===== config.mk =====
export PLATFORM = sky130hd
export DESIGN_NAME = mmio_csr_bank_flat
export DESIGN_NICKNAME = d
export VERILOG_FILES = /design/src/rtl/mmio_csr_bank_if.sv /design/src/rtl/mmio_csr_bank.sv /design/src/flat_wrapper.sv
export SDC_FILE = /design/constraint.sdc
export NUM_CORES = 2
export LEC_CHECK = 0
export ABC_AREA = 1
export CAP_MARGIN = 15
export CORE_MARGIN = 5
export CORE_UTILIZATION = 59
export DETAILED_ROUTE_END_ITERATION = 8
export PLACE_DENSITY = 0.86
export SYNTH_ARGS = -nofsm -noshare
export SYNTH_HDL_FRONTEND = slang
export SYNTH_SLANG_ARGS = --single-unit

===== constraint.sdc =====
create_clock -name clk -period 5 [get_ports clk]
set_input_delay 1 -clock clk [delete_from_list [all_inputs] [get_ports clk]]
set_output_delay 1 -clock clk [all_outputs]
set_load 0.01 [all_outputs]

===== src/rtl/mmio_csr_bank_if.sv =====
// MMIO request/response and forwarded-write packet bundle between the host
// side (master) and the CSR bank (slave).
interface mmio_csr_bank_if;
  logic        mmio_rd_valid;
  logic        mmio_wr_valid;
  logic [15:0] mmio_addr;
  logic [8:0]  mmio_tid;
  logic [63:0] mmio_wdata;
  logic        rsp_valid;
  logic [8:0]  rsp_tid;
  logic [63:0] rsp_data;
  logic        pkt_valid;
  logic        pkt_ready;
  logic [15:0] pkt_addr;
  logic [63:0] pkt_data;

  modport master (
    output mmio_rd_valid, mmio_wr_valid, mmio_addr, mmio_tid, mmio_wdata, pkt_ready,
    input  rsp_valid, rsp_tid, rsp_data, pkt_valid, pkt_addr, pkt_data
  );

  modport slave (
    input  mmio_rd_valid, mmio_wr_valid, mmio_addr, mmio_tid, mmio_wdata, pkt_ready,
    output rsp_valid, rsp_tid, rsp_data, pkt_valid, pkt_addr, pkt_data
  );
endinterface


===== src/rtl/mmio_csr_bank.sv =====
// MMIO CSR responder: answers host reads (DFH, AFU ID, control, status, FIFO
// status) with two-cycle latency and forwards host writes to the template
// through a small valid/ready queue with a saturating drop counter.
module mmio_csr_bank #(
  parameter int           NUM_CTRL   = 4,
  parameter int           NUM_STAT   = 4,
  parameter logic [15:0]  CTRL_BASE  = 16'h040,
  parameter logic [15:0]  STAT_BASE  = 16'h0C0,
  parameter logic [15:0]  FSTAT_ADDR = 16'h0F0,
  parameter logic [15:0]  ADDR_LIMIT = 16'h100,
  parameter logic [127:0] AFU_ID     = 128'hC000C966_0D82_4272_9AEF_FE5F84570612,
  parameter int           FIFO_DEPTH = 8
) (
  input  logic                   clk,
  input  logic                   reset_n,
  mmio_csr_bank_if.slave         bus,
  input  logic [NUM_STAT*64-1:0] stat_in,
  output logic [NUM_CTRL*64-1:0] ctrl_out
);

  localparam int          PTR_W = $clog2(FIFO_DEPTH);
  localparam int          LVL_W = $clog2(FIFO_DEPTH + 1);
  localparam logic [63:0] DFH   = 64'h1000000010000000;

  function automatic logic [15:0] sat_inc(input logic [15:0] v);
    return (v == 16'hFFFF) ? v : v + 16'd1;
  endfunction

  logic                   rd_vld_p0, wr_vld_p0;
  logic [15:0]            addr_p0;
  logic [8:0]             tid_p0;
  logic [63:0]            wdata_p0;
  logic [NUM_STAT*64-1:0] stat_snap;

  logic                   rsp_vld_p1;
  logic [8:0]             rsp_tid_p1;
  logic [63:0]            rsp_data_p1;

  logic [63:0]            ctrl_q [NUM_CTRL];
  logic [NUM_CTRL-1:0]    ctrl_wr_hit;

  logic [79:0]            fifo_mem [FIFO_DEPTH];
  logic [PTR_W-1:0]       wr_ptr, rd_ptr;
  logic [LVL_W-1:0]       level;
  logic [15:0]            drop_cnt;
  logic [7:0]             level8;

  logic                   rd_hit, fstat_wr, push_req, push, pop, drop, full, empty;
  logic [63:0]            rd_data;

  // Stage R: register the host request and snapshot the status inputs
  always_ff @(posedge clk or negedge reset_n) begin
    if (!reset_n) begin
      rd_vld_p0 <= 1'b0;
      wr_vld_p0 <= 1'b0;
      addr_p0   <= '0;
      tid_p0    <= '0;
      wdata_p0  <= '0;
      stat_snap <= '0;
    end else begin
      rd_vld_p0 <= bus.mmio_rd_valid;
      wr_vld_p0 <= bus.mmio_wr_valid;
      addr_p0   <= bus.mmio_addr;
      tid_p0    <= bus.mmio_tid;
      wdata_p0  <= bus.mmio_wdata;
      stat_snap <= stat_in;
    end
  end

  assign level8   = 8'(level);
  assign full     = (level == LVL_W'(FIFO_DEPTH));
  assign empty    = (level == '0);
  assign rd_hit   = rd_vld_p0 && (addr_p0 < ADDR_LIMIT);
  assign fstat_wr = wr_vld_p0 && (addr_p0 == FSTAT_ADDR);
  assign push_req = wr_vld_p0 && !fstat_wr;
  assign pop      = !empty && bus.pkt_ready;
  assign push     = push_req && (!full || pop);
  assign drop     = push_req && full && !pop;

  // Read-data mux and control-slot write decode for the request in stage R
  always_comb begin
    rd_data     = '0;
    ctrl_wr_hit = '0;
    if (addr_p0 == 16'h0000) rd_data = DFH;
    if (addr_p0 == 16'h0002) rd_data = AFU_ID[63:0];
    if (addr_p0 == 16'h0004) rd_data = AFU_ID[127:64];
    if (addr_p0 == FSTAT_ADDR) rd_data = {32'b0, drop_cnt, 8'b0, level8};
    for (int i = 0; i < NUM_CTRL; i++) begin
      if (addr_p0 == CTRL_BASE + 16'(2 * i)) begin
        rd_data        = ctrl_q[i];
        ctrl_wr_hit[i] = wr_vld_p0;
      end
    end
    for (int i = 0; i < NUM_STAT; i++) begin
      if (addr_p0 == STAT_BASE + 16'(2 * i)) rd_data = stat_snap[64*i +: 64];
    end
  end

  // Response stage: one registered response per answered read
  always_ff @(posedge clk or negedge reset_n) begin
    if (!reset_n) begin
      rsp_vld_p1  <= 1'b0;
      rsp_tid_p1  <= '0;
      rsp_data_p1 <= '0;
    end else begin
      rsp_vld_p1 <= rd_hit;
      if (rd_hit) begin
        rsp_tid_p1  <= tid_p0;
        rsp_data_p1 <= rd_data;
      end
    end
  end

  // Control registers; a read in the same cycle sees the old value
  always_ff @(posedge clk or negedge reset_n) begin
    if (!reset_n) begin
      for (int i = 0; i < NUM_CTRL; i++) ctrl_q[i] <= '0;
    end else begin
      for (int i = 0; i < NUM_CTRL; i++) begin
        if (ctrl_wr_hit[i]) ctrl_q[i] <= wdata_p0;
      end
    end
  end

  // Write queue storage, pointers, occupancy and sticky drop counter
  always_ff @(posedge clk or negedge reset_n) begin
    if (!reset_n) begin
      for (int i = 0; i < FIFO_DEPTH; i++) fifo_mem[i] <= '0;
      wr_ptr   <= '0;
      rd_ptr   <= '0;
      level    <= '0;
      drop_cnt <= '0;
    end else begin
      if (push) begin
        fifo_mem[wr_ptr] <= {addr_p0, wdata_p0};
        wr_ptr           <= wr_ptr + PTR_W'(1);
      end
      if (pop) rd_ptr <= rd_ptr + PTR_W'(1);
      if (push && !pop) level <= level + LVL_W'(1);
      else if (pop && !push) level <= level - LVL_W'(1);
      if (fstat_wr) drop_cnt <= '0;
      else if (drop) drop_cnt <= sat_inc(drop_cnt);
    end
  end

  for (genvar g = 0; g < NUM_CTRL; g++) begin : g_ctrl
    assign ctrl_out[64*g +: 64] = ctrl_q[g];
  end

  assign bus.rsp_valid = rsp_vld_p1;
  assign bus.rsp_tid   = rsp_tid_p1;
  assign bus.rsp_data  = rsp_data_p1;
  assign bus.pkt_valid = !empty;
  assign bus.pkt_addr  = fifo_mem[rd_ptr][79:64];
  assign bus.pkt_data  = fifo_mem[rd_ptr][63:0];

endmodule


===== src/flat_wrapper.sv =====
// flat-port wrapper written by rule: the top's interface ports become plain ports
module mmio_csr_bank_flat 
#(
  parameter int           NUM_CTRL   = 4,
  parameter int           NUM_STAT   = 4,
  parameter logic [15:0]  CTRL_BASE  = 16'h040,
  parameter logic [15:0]  STAT_BASE  = 16'h0C0,
  parameter logic [15:0]  FSTAT_ADDR = 16'h0F0,
  parameter logic [15:0]  ADDR_LIMIT = 16'h100,
  parameter logic [127:0] AFU_ID     = 128'hC000C966_0D82_4272_9AEF_FE5F84570612,
  parameter int           FIFO_DEPTH = 8
)
  (clk, reset_n, stat_in, ctrl_out, bus_mmio_rd_valid, bus_mmio_wr_valid, bus_mmio_addr, bus_mmio_tid, bus_mmio_wdata, bus_pkt_ready, bus_rsp_valid, bus_rsp_tid, bus_rsp_data, bus_pkt_valid, bus_pkt_addr, bus_pkt_data);
  mmio_csr_bank_if bus_i ();
  input  logic clk;
  input  logic reset_n;
  input  logic [NUM_STAT*64-1:0] stat_in;
  output logic [NUM_CTRL*64-1:0] ctrl_out;
  input wire logic [$bits(bus_i.mmio_rd_valid)-1:0] bus_mmio_rd_valid;
  input wire logic [$bits(bus_i.mmio_wr_valid)-1:0] bus_mmio_wr_valid;
  input wire logic [$bits(bus_i.mmio_addr)-1:0] bus_mmio_addr;
  input wire logic [$bits(bus_i.mmio_tid)-1:0] bus_mmio_tid;
  input wire logic [$bits(bus_i.mmio_wdata)-1:0] bus_mmio_wdata;
  input wire logic [$bits(bus_i.pkt_ready)-1:0] bus_pkt_ready;
  output wire logic [$bits(bus_i.rsp_valid)-1:0] bus_rsp_valid;
  output wire logic [$bits(bus_i.rsp_tid)-1:0] bus_rsp_tid;
  output wire logic [$bits(bus_i.rsp_data)-1:0] bus_rsp_data;
  output wire logic [$bits(bus_i.pkt_valid)-1:0] bus_pkt_valid;
  output wire logic [$bits(bus_i.pkt_addr)-1:0] bus_pkt_addr;
  output wire logic [$bits(bus_i.pkt_data)-1:0] bus_pkt_data;
  assign bus_i.mmio_rd_valid = bus_mmio_rd_valid;
  assign bus_i.mmio_wr_valid = bus_mmio_wr_valid;
  assign bus_i.mmio_addr = bus_mmio_addr;
  assign bus_i.mmio_tid = bus_mmio_tid;
  assign bus_i.mmio_wdata = bus_mmio_wdata;
  assign bus_i.pkt_ready = bus_pkt_ready;
  assign bus_rsp_valid = bus_i.rsp_valid;
  assign bus_rsp_tid = bus_i.rsp_tid;
  assign bus_rsp_data = bus_i.rsp_data;
  assign bus_pkt_valid = bus_i.pkt_valid;
  assign bus_pkt_addr = bus_i.pkt_addr;
  assign bus_pkt_data = bus_i.pkt_data;
  mmio_csr_bank #(.NUM_CTRL(NUM_CTRL), .NUM_STAT(NUM_STAT), .CTRL_BASE(CTRL_BASE), .STAT_BASE(STAT_BASE), .FSTAT_ADDR(FSTAT_ADDR), .ADDR_LIMIT(ADDR_LIMIT), .AFU_ID(AFU_ID), .FIFO_DEPTH(FIFO_DEPTH)) u_core (.clk(clk), .reset_n(reset_n), .bus(bus_i), .stat_in(stat_in), .ctrl_out(ctrl_out));
endmodule

==> results.json <==
{
  "async_flop_share_pct": 100,
  "post_cts_resized": 0,
  "cts.clk_slew.worst_paths_ps": 60,
  "cts_tree": "done",
  "irDropWorstVdd_uv": 423,
  "routed_wl_um": 206000,
  "min_period_ps": 4800,
  "firstDrtPassIters": 6,
  "crit_path_start_kind": "flip-flop",
  "rsz0062_at_grt": "no",
  "hold_class": "input pin to asynchronous set/reset pin",
  "setup-violations-final": 0,
  "final_util_pct": 73.3,
  "syn_area_sq_mm": 0.0547,
  "drive_above_1_share_pct": 5.21,
  "dpl-instance-area_sq_mm": 0.0625,
  "combPwrFrac_pct": 29.8,
  "routabilityCongestion": 0.990,
  "fmax_ghz": 0.208,
  "cts_hold_buf": 0,
  "tns_ps": 0,
  "cp-end-kind": "output pin",
  "final_hold_viol_count": 0,
  "cts_sinks": 1343,
  "setup_ws_ps": 201,
  "path_buf_inv": 3,
  "final_common_cell": "nand2_1",
  "via_count": 49000,
  "antenna_found_initial": 66,
  "pre_cts_slack_ps": 1120,
  "p_int_w": 0.0237,
  "worstPathRequired_ps": 4000,
  "tightest_slew_ps": 1240,
  "yosysWarnings": 0,
  "synth.net_count": 6381,
  "port_buffers": 760,
  "cap_violations": 0,
  "grt_max_degree": 161,
  "drtIter0Drc": 7353,
  "post_cts_buffers": 0,
  "first_global_vias": 47000,
  "postLayoutCellArea_sq_mm": 0.0672,
  "run_status": "finished clean",
  "pwr-share-seq_pct": 41.2,
  "crit_type": "flip-flop to output pin",
  "cts_root_buf": "clkbuf_16",
  "vias_per_cell": 6.15,
  "crit_arrival_ps": 3800,
  "synth-seq-cells": 1343,
  "synthCells": 6024,
  "ys.flop_type": "dfrtp_1",
  "io_pins": 761,
  "mostFrequentLayoutCells": "nand2_1, dfrtp_1, o21ai_0",
  "swShare_pct": 34.6,
  "clock_latency_ps": 770,
  "start_util_pct": 59.6,
  "h-tree-depth": 4,
  "crit_chain": "inv_8, buf_12, o21ai_0, o22ai_1, nor2_1, a31oi_1, clkdlybuf4s50_1",
  "dpl.hpwl_um": 135000,
  "nets": 6906,
  "layout_worst_path_cycle_share_pct": 96.0,
  "ant_nets": 0,
  "grt_pass1_wl_um": 302000,
  "avgSynthCellArea_sq_um": 9.08,
  "max-slew-margin-rel_pct": 17.1,
  "power.switching_w": 0.0125,
  "coreArea_sq_mm": 0.0918,
  "cts_max_path_buffers": 3,
  "area_growth_pct": 22.9,
  "skew_ps": 31.9,
  "dieArea_sq_mm": 0.0989,
  "overflow": 0,
  "drc_errors": 0,
  "max_stage_delay_ps": 670,
  "wire_per_inst_um": 25.9,
  "slowest_stage": "dfrtp_4",
  "synth-edff-count": 0,
  "grt.total_usage_pct": 40.8,
  "ys_types": 44,
  "fp.dieH_um": 315,
  "leakage_nw": 30.7,
  "seq_area_frac_synth_pct": 61.4,
  "power_density_mw_per_mm2": 538,
  "numCtsBuffers": 139,
  "clockPowerShare_pct": 29.0,
  "crit_fanout": 124,
  "fp-row-count": 111,
  "dieWidth_um": 315,
  "path_delay_family": "buffers and inverters",
  "finalMaxSlewViolations": 0
}
[cell type report]
type	count	area, sq um
inverters	230	883
diodes	58	145
multi-input cells	3997	18000
repair buffers	838	8490
fillers	6204	24600
clock buffers	209	4140
flip-flops and latches	1343	33600
well taps	1243	1560
clock inverters	40	444
[stage by stage]
step	instances	hold WS [ps]	total power [W]
after global routing	7934	248	0.0379
after CTS	7900	293	0.0360
final	7958	168	0.0362
after detailed placement	7651	427	0.0255
after floorplan	6024	418	0.0212
after global placement	7651	424	0.0250
[layer usage]
metal	track usage, %	part of all wire [%]	vias up
li1	-	-	20800
met1	51.4	35	23700
met2	60.1	44	3585
met3	13.4	13	827
met4	28.5	8.8	16
met5	0.148	0.11	-
[cell families (layout without fill, tap and decap cells)]
logic type                 count (synthesis)  after routing  synth area share, %
xor gates and xnor gates                  12             12                0.192
AOI/OAI and AO/OA                       1506           1506                 14.2
and+or+nand+nor                         2472           2472                 18.1
adders and majority gates                  7              7                0.174
buffers and inverters                    684           1317                 5.86
DFF                                     1343           1343                 61.4
other                                      0             58                    0
[Yosys cell counts (3+ instances only)]
cell | count | area share, %
a31oi_1 | 81 | 0.93
ha_1 | 6 | 0.14
nor3_2 | 3 | 0.055
inv_2 | 11 | 0.075
clkbuf_1 | 302 | 2.1
o21ai_0 | 1100 | 10
nor2_2 | 5 | 0.057
nand4_4 | 6 | 0.23
o31ai_1 | 6 | 0.082
buf_2 | 58 | 0.53
a21oi_1 | 50 | 0.46
o21ai_1 | 176 | 1.6
buf_1 | 13 | 0.089
nand2_1 | 1516 | 10
xor2_1 | 10 | 0.16
nand3_1 | 98 | 0.90
buf_4 | 14 | 0.19
nor3_1 | 5 | 0.046
inv_1 | 217 | 1.5
o22ai_1 | 83 | 0.95
dfrtp_1 | 1343 | 61
nand3_2 | 4 | 0.073
o21bai_1 | 7 | 0.096
nand2_2 | 4 | 0.046
nor2_1 | 720 | 4.9
buf_6 | 66 | 1.4
nand4_1 | 92 | 1.1
nand3b_1 | 3 | 0.041
[worst paths after layout]
| kind | endpoint | cells past startpoint | slack (ps) | start |
|---|---|---|---|---|
| worst min register to register | u_core.bus.rsp_tid[1] | 2 | 440 | u_core.tid_p0[1] |
| min in group clk | u_core.bus.rsp_tid[1] | 2 | 440 | u_core.tid_p0[1] |
| max in group asynchronous | u_core.fifo_mem[95] | 2 | 3350 | reset_n |
| worst max register to register | u_core.bus.rsp_data[46] | 11 | 1350 | u_core.addr_p0[7] |
| worst min-delay path | u_core.bus.rsp_data[61] | 1 | 170 | reset_n |
| worst max-delay path | bus_pkt_data[36] | 7 | 200 | u_core.rd_ptr[0] |
[power by group through the flow]
| stage | clock network, W | logic, W | registers, W |
|---|---|---|---|
| 2_1_floorplan | 0 | 0.00671 | 0.0145 |
| 3_3_place_gp | 0 | 0.0102 | 0.0148 |
| 3_5_place_dp | 0 | 0.0105 | 0.0149 |
| 4_1_cts | 0.0105 | 0.0107 | 0.0148 |
| 5_1_grt | 0.0110 | 0.0119 | 0.0151 |
| 6_report | 0.0105 | 0.0108 | 0.0149 |
[state kept, by name (all words and copies together) (netlist names), 4 cells and up]
name	flops
u_core.stat_snap	256
u_core.tid_p0	9
u_core.ctrl_out	256
u_core.bus.rsp_tid	9
u_core.fifo_mem	640
u_core.level	4
u_core.drop_cnt	16
u_core.bus.rsp_data	64
u_core.addr_p0	16
u_core.wdata_p0	64
[worst reg2reg max path, stage by stage (launching register included)]
cell,delay (ps)
dfrtp_1,390
inv_2,230
nand3_2,320
nor2_4,540
nand2_1,840
nor2_1,420
nor2_1,90
nand4_1,250
nor2_1,70
nand4_1,100
nand2_1,130
nand2_1,190
(Power assumes the default switching activity.)
